==> config.mk <==
export PLATFORM = sky130hd
export DESIGN_NAME = alu_iter_exec
export DESIGN_NICKNAME = d
export VERILOG_FILES = /design/src/rtl/alu_iter_exec.sv
export SDC_FILE = /design/constraint.sdc
export NUM_CORES = 1
export LEC_CHECK = 0
export BUFFER_PORTS_ARGS = -buffer_cell sky130_fd_sc_hd__buf_2
export CAP_MARGIN = 10
export CORE_MARGIN = 8
export CORE_UTILIZATION = 30
export CTS_CLUSTER_SIZE = 40
export DETAILED_ROUTE_END_ITERATION = 8
export GPL_TIMING_DRIVEN = 0
export PLACE_DENSITY_LB_ADDON = 0.05
export SLEW_MARGIN = 10
export SYNTH_ARGS = -nofsm -noshare
export SYNTH_HDL_FRONTEND = slang
export SYNTH_SLANG_ARGS = --single-unit
export TNS_END_PERCENT = 1
==> constraint.sdc <==
create_clock -name clk -period 3.1 [get_ports clk]
set_input_delay 0.62 -clock clk [delete_from_list [all_inputs] [get_ports clk]]
set_output_delay 0.62 -clock clk [all_outputs]
set_load 0.02 [all_outputs]
==> src/rtl/alu_iter_exec.sv <==
// Execute-stage ALU: single-cycle logic/arithmetic, iterative SLL/SRL/SRA.
// Define ALU_FAST_SHIFT_EN to replace the iterative shifter with a 1-cycle barrel shifter.
module alu_iter_exec #(
    parameter int DATA_W     = 32,
    parameter int SHIFT_STEP = 1
) (
    input  logic              clk,
    input  logic              reset_n,
    input  logic              in_valid,
    output logic              in_ready,
    input  logic              flush,
    input  logic [3:0]        Operation,
    input  logic [DATA_W-1:0] SrcA,
    input  logic [DATA_W-1:0] SrcB,
    output logic              out_valid,
    output logic [DATA_W-1:0] ALUResult,
    output logic              Zero,
    output logic              busy,
    output logic              dbg_state
);
    // Handshake: an op is taken on a rising edge where in_valid && in_ready && !flush;
    // upstream holds its op until then. out_valid is a one-cycle pulse with no backpressure.
    localparam int SW = $clog2(DATA_W);

    localparam logic [3:0] OP_AND = 4'b0000, OP_OR  = 4'b0001, OP_LUI = 4'b0010,
                           OP_XOR = 4'b0011, OP_SLL = 4'b0100, OP_SRL = 4'b0101,
                           OP_BLT = 4'b0110, OP_BGE = 4'b0111, OP_BEQ = 4'b1000,
                           OP_BNE = 4'b1001, OP_SUB = 4'b1010, OP_ADD = 4'b1011,
                           OP_SLT = 4'b1100, OP_SRA = 4'b1101, OP_JAL = 4'b1110;

    localparam logic [1:0] K_SLL = 2'd0, K_SRL = 2'd1, K_SRA = 2'd2;

    typedef enum logic {IDLE = 1'b0, SHIFT = 1'b1} state_t;

    state_t            state;
    logic [DATA_W-1:0] work;
    logic [SW-1:0]     rem;
    logic [1:0]        kind;

    logic [SW-1:0]     shamt;
    logic              is_shift;
    logic              accept;
    logic              lt_s;
    logic              shift_start;
    logic [1:0]        kind_c;
    logic [DATA_W-1:0] res_c;
    logic              last_step;
    logic [SW-1:0]     step_amt;
    logic [DATA_W-1:0] work_nxt;

    assign shamt     = SrcB[SW-1:0];
    assign is_shift  = (Operation == OP_SLL) || (Operation == OP_SRL) || (Operation == OP_SRA);
    assign accept    = in_valid && in_ready && !flush;
    assign lt_s      = $signed(SrcA) < $signed(SrcB);
    assign in_ready  = (state == IDLE);
    assign busy      = (state == SHIFT);
    assign dbg_state = (state == SHIFT);

`ifdef ALU_FAST_SHIFT_EN
    assign shift_start = 1'b0;
`else
    assign shift_start = is_shift && (shamt != '0);
`endif

    always_comb begin
        kind_c = K_SLL;
        if (Operation == OP_SRL) kind_c = K_SRL;
        else if (Operation == OP_SRA) kind_c = K_SRA;
    end

    always_comb begin
        res_c = '0;
        case (Operation)
            OP_AND:         res_c = SrcA & SrcB;
            OP_OR:          res_c = SrcA | SrcB;
            OP_LUI:         res_c = SrcB;
            OP_XOR:         res_c = SrcA ^ SrcB;
            OP_ADD:         res_c = SrcA + SrcB;
            OP_SUB:         res_c = SrcA - SrcB;
            OP_SLT, OP_BLT: res_c = DATA_W'(lt_s);
            OP_BGE:         res_c = DATA_W'(!lt_s);
            OP_BEQ:         res_c = DATA_W'(SrcA == SrcB);
            OP_BNE:         res_c = DATA_W'(SrcA != SrcB);
            OP_JAL:         res_c = DATA_W'(1);
`ifdef ALU_FAST_SHIFT_EN
            OP_SLL:         res_c = SrcA << shamt;
            OP_SRL:         res_c = SrcA >> shamt;
            OP_SRA:         res_c = $unsigned($signed(SrcA) >>> shamt);
`else
            // Only a zero-amount shift completes here; non-zero amounts iterate.
            OP_SLL, OP_SRL, OP_SRA: res_c = SrcA;
`endif
            default:        res_c = '0;
        endcase
    end

    // The final iteration may move fewer than SHIFT_STEP bits.
    always_comb begin
        last_step = int'(rem) <= SHIFT_STEP;
        step_amt  = last_step ? rem : SW'(SHIFT_STEP);
        case (kind)
            K_SRL:   work_nxt = work >> step_amt;
            K_SRA:   work_nxt = $unsigned($signed(work) >>> step_amt);
            default: work_nxt = work << step_amt;
        endcase
    end

    always_ff @(posedge clk or negedge reset_n) begin
        if (!reset_n) begin
            state     <= IDLE;
            work      <= '0;
            rem       <= '0;
            kind      <= K_SLL;
            out_valid <= 1'b0;
            ALUResult <= '0;
            Zero      <= 1'b1;
        end else begin
            out_valid <= 1'b0;
            case (state)
                IDLE: begin
                    if (accept) begin
                        if (shift_start) begin
                            state <= SHIFT;
                            work  <= SrcA;
                            rem   <= shamt;
                            kind  <= kind_c;
                        end else begin
                            ALUResult <= res_c;
                            Zero      <= (res_c == '0);
                            out_valid <= 1'b1;
                        end
                    end
                end
                SHIFT: begin
                    if (flush) begin
                        state <= IDLE;
                        rem   <= '0;
                    end else begin
                        work <= work_nxt;
                        rem  <= rem - step_amt;
                        if (last_step) begin
                            state     <= IDLE;
                            ALUResult <= work_nxt;
                            Zero      <= (work_nxt == '0);
                            out_valid <= 1'b1;
                        end
                    end
                end
                default: state <= IDLE;
            endcase
        end
    end
endmodule

==> impl_results.md <==
- CTS tree: built
- WL/cell: 27.55 um
- Placed Cells: 2047
- Mapped Area: 10880 um2
- Mux contribution to synthesized area: 6.725%
- Leakage: 6.008 nW
- Fin crit period: 3.564 ns
- Seq/Total Area, Yosys: 17.02%
- Fraction of power consumed by sequential logic: 21.8%
- Max_slew headroom: 35.58%
- Hpwl dp: 46380 um
- Routability cong.: 0.9624
- Synth warnings: 0
- Post-Synth XOR/XNOR Area: 0.4828%
- Crit share post-route: 115.0%
- Antenna Cells: 0
- Number of synthesized flops with an enable pin: 0
- Internal power: 0.003550 W
- First-pass GRT wire length: 86210 um
- Setup WS pre-CTS: -1.926 ns
- TritonCTS buffer count: 9
- Via count: 12950
- Mean Syn Cell Area: 7.364 um2
- F_max: 280.6 MHz
- CTS root buf: clkbuf_16
- Vias in the first global route: 12970
- Final setup margin: -0.4642 ns
- Setup TNS: -2.571 ns
- Total Routing Usage GR: 27.19%
- Switch share: 50.49%
- Antenna violations before repair: 2
- Run status: complete, but fails checks
- Worst-case clock buffer depth: 2
- Routed wire length: 58570 um
- Most frequent cells in the layout: nand2_1, o21ai_0, nor2_1
- PortBufs: 106
- Die Footprint: 42630 um2
- DRT Pass-1 Iters: 6
- Rows: 69
- Ys async rst share: 100.0%
- VDD IR max: 0.2793 mV
- Max-cap violation count: 0
- Post-DRT Antenna Nets: 0
- Top Ports: 109
- Gate power share: 60.8%
- Synth Instances: 1478
- Die Width: 206.5 um
- RSZ-0062 raised after global routing: true
- Clock network power share: 17.5%
- Ratio of cells with drive above 1 in the final layout: 27.39%
- Seq cells post-synth: 74
- Drt drc: 0
- # clock sinks: 74
- Most common cell after layout, fill and taps aside: nand2_1
- Post-synthesis simple-gate area fraction: 19.71%
- Cell Count, Final, Fillers Out: 2126
- Largest net degree at the start of global routing: 43
- Hold_ws: 0.2346 ns
- Worst Setup End Kind: flip-flop
- Synth Flop Type: dfrtp_1
- Clock skew: 0.007921 ns
- Initial drt markers: 1211
- Power per cell area: 499.2 nW/um2
- Starting density of the core: 30.53%
- Violated checks: negative setup slack
- Worst skew pair latency: 0.35 ns
- DIE HEIGHT: 206.5 um
- Core region area: 35660 um2
- CP arrival: 3.85 ns
- Clk slew on worst S/H paths: 0.06 ns
- Final Hold Vio Count: 0
- DR vias/cell: 6.093
- Setup crit start kind: input port
- Grt ovf: 0
- Synth Area in Adders: 13.24%
- Post-synth net total: 1664
- Synth Area in Compound Gates: 34.71%
- Main combinational cell family by area after synthesis: compound AO/OA/AOI/OAI gates
- Cell variety after synth: 89
- Total count of max-transition violations in the final report: 0
- CP startpoint: SrcA[3]
- Area growth syn-to-layout: 31.96%
- Worst Path Required: 3.39 ns
- Hold Path Class: in -> async
- Reg2reg start: rem[3]
- Slew @ Worst Pin: 0.9642 ns
- Htree depth: 3
- Final Setup Violations: 16
- Crit Path Category: in -> reg
- Worst-path maximum fanout: 5
- Final net count: 1846
- Switching pwr: 0.003620 W
-- critical path, stage by stage --
cell,delay [ns]
buf_12,0.11
inv_4,0.05
ha_4,0.19
buf_6,0.13
nor3_4,0.24
o21ai_4,0.11
a2111oi_4,0.43
buf_4,0.20
o21ai_4,0.08
a2111oi_4,0.35
a211o_1,0.30
a311oi_2,0.18
or4_4,0.51
o211ai_1,0.12
o221a_1,0.20
-- per-stage QoR --
stage / cell area [um2] / util (%) / power, W
finish: 14360 / 40.28 / 0.007169
global route: 14360 / 40.28 / 0.007566
CTS: 13950 / 39.12 / 0.006977
detailed placement: 12030 / 33.75 / 0.005310
global placement: 11990 / 33.63 / 0.005331
floorplan: 10880 / - / 0.003810
-- cell usage after synthesis, types with 12 or more instances --
cell	number	area [um2]
o22ai_1	34	212.7
inv_1	118	442.9
a221o_1	12	120.1
o21ai_0	130	650.6
a31oi_1	12	75.07
nor4_1	16	100.1
a211oi_1	19	142.6
o211ai_1	21	157.7
mux4_2	13	292.8
o31ai_1	19	142.6
mux2i_1	36	360.4
dfrtp_1	73	1827
nor2_1	108	405.4
ha_1	112	1401
nor2b_1	15	93.84
nand2b_1	19	118.9
nand3_1	21	105.1
a21oi_1	114	570.6
buf_2	18	90.09
nand4_1	14	87.58
nor3_1	36	180.2
a21o_1	23	172.7
clkbuf_1	72	270.3
o221ai_1	19	166.4
nand2_1	154	578.1
a221oi_1	14	122.6
o21a_1	15	112.6
-- kinds of logic (layout without fill, tap and decap cells) --
kind of cell    Yosys count  after routing
flops                    74             74
buf+inv                 224            411
fa+ha+maj               114            114
simple gates            448            448
mux                      56             56
xor+xnor                  6              6
compound gates          556            556
-- registers in the layout, summed over array words and instances, names as in the netlist --
| signal | flops |
|---|---|
| rem | 5 |
| kind | 2 |
| Zero | 1 |
| out_valid | 1 |
| ALUResult | 32 |
| busy | 1 |
| work | 32 |
-- what timing repair did --
| action | 4_1_cts | 5_1_grt |
|---|---|---|
| hold buffers | 0 | 0 |
| pin swaps | 73 | 26 |
| resized for setup | 299 | 79 |
| buffers inserted | 53 | 14 |
| cloned | 1 | 0 |
| endpoints found under the setup margin | 75 | 60 |
-- power groups by stage --
stage          combinational, W  sequential (W)  clock, W
2_1_floorplan           0.00221         0.00160         0
6_report                0.00436         0.00156   0.00125
4_1_cts                 0.00416         0.00155   0.00127
3_3_place_gp            0.00378         0.00155         0
5_1_grt                 0.00465         0.00160   0.00132
3_5_place_dp            0.00376         0.00155         0
-- area by class of cell --
type | instances | area [um2]
fill | 3799 | 21290
multi-input combinational | 1180 | 9258
sequential | 74 | 1853
timing repair buffer | 176 | 1226
buffer | 99 | 613.1
tap | 461 | 576.8
inverter | 120 | 483.0
clock buffer | 10 | 239.0
clock inverter | 6 | 113.9
-- final timing paths --
path	endpoint	slack, ns	depth (start not counted)
worst min-delay path	rem[3]	0.23	1
max in group asynchronous	ALUResult[26]	2.28	2
worst min register to register	ALUResult[11]	0.46	2
min in group clk	ALUResult[11]	0.46	2
worst max-delay path	ALUResult[31]	-0.46	15
worst max register to register	Zero	-0.31	11
-- routing by layer --
layer / share of wire [%] / vias up / track usage (%) / routed length, um
met4: 4.1 / 4 / 10.10 / 2375
met2: 45 / 592 / 43.82 / 26400
li1: - / 5850 / - / -
met3: 7.8 / 138 / 4.295 / 4579
met1: 43 / 6370 / 36.15 / 25190
met5: 0.039 / - / 0 / 23
No activity file was read; power rests on OpenSTA's default activity.
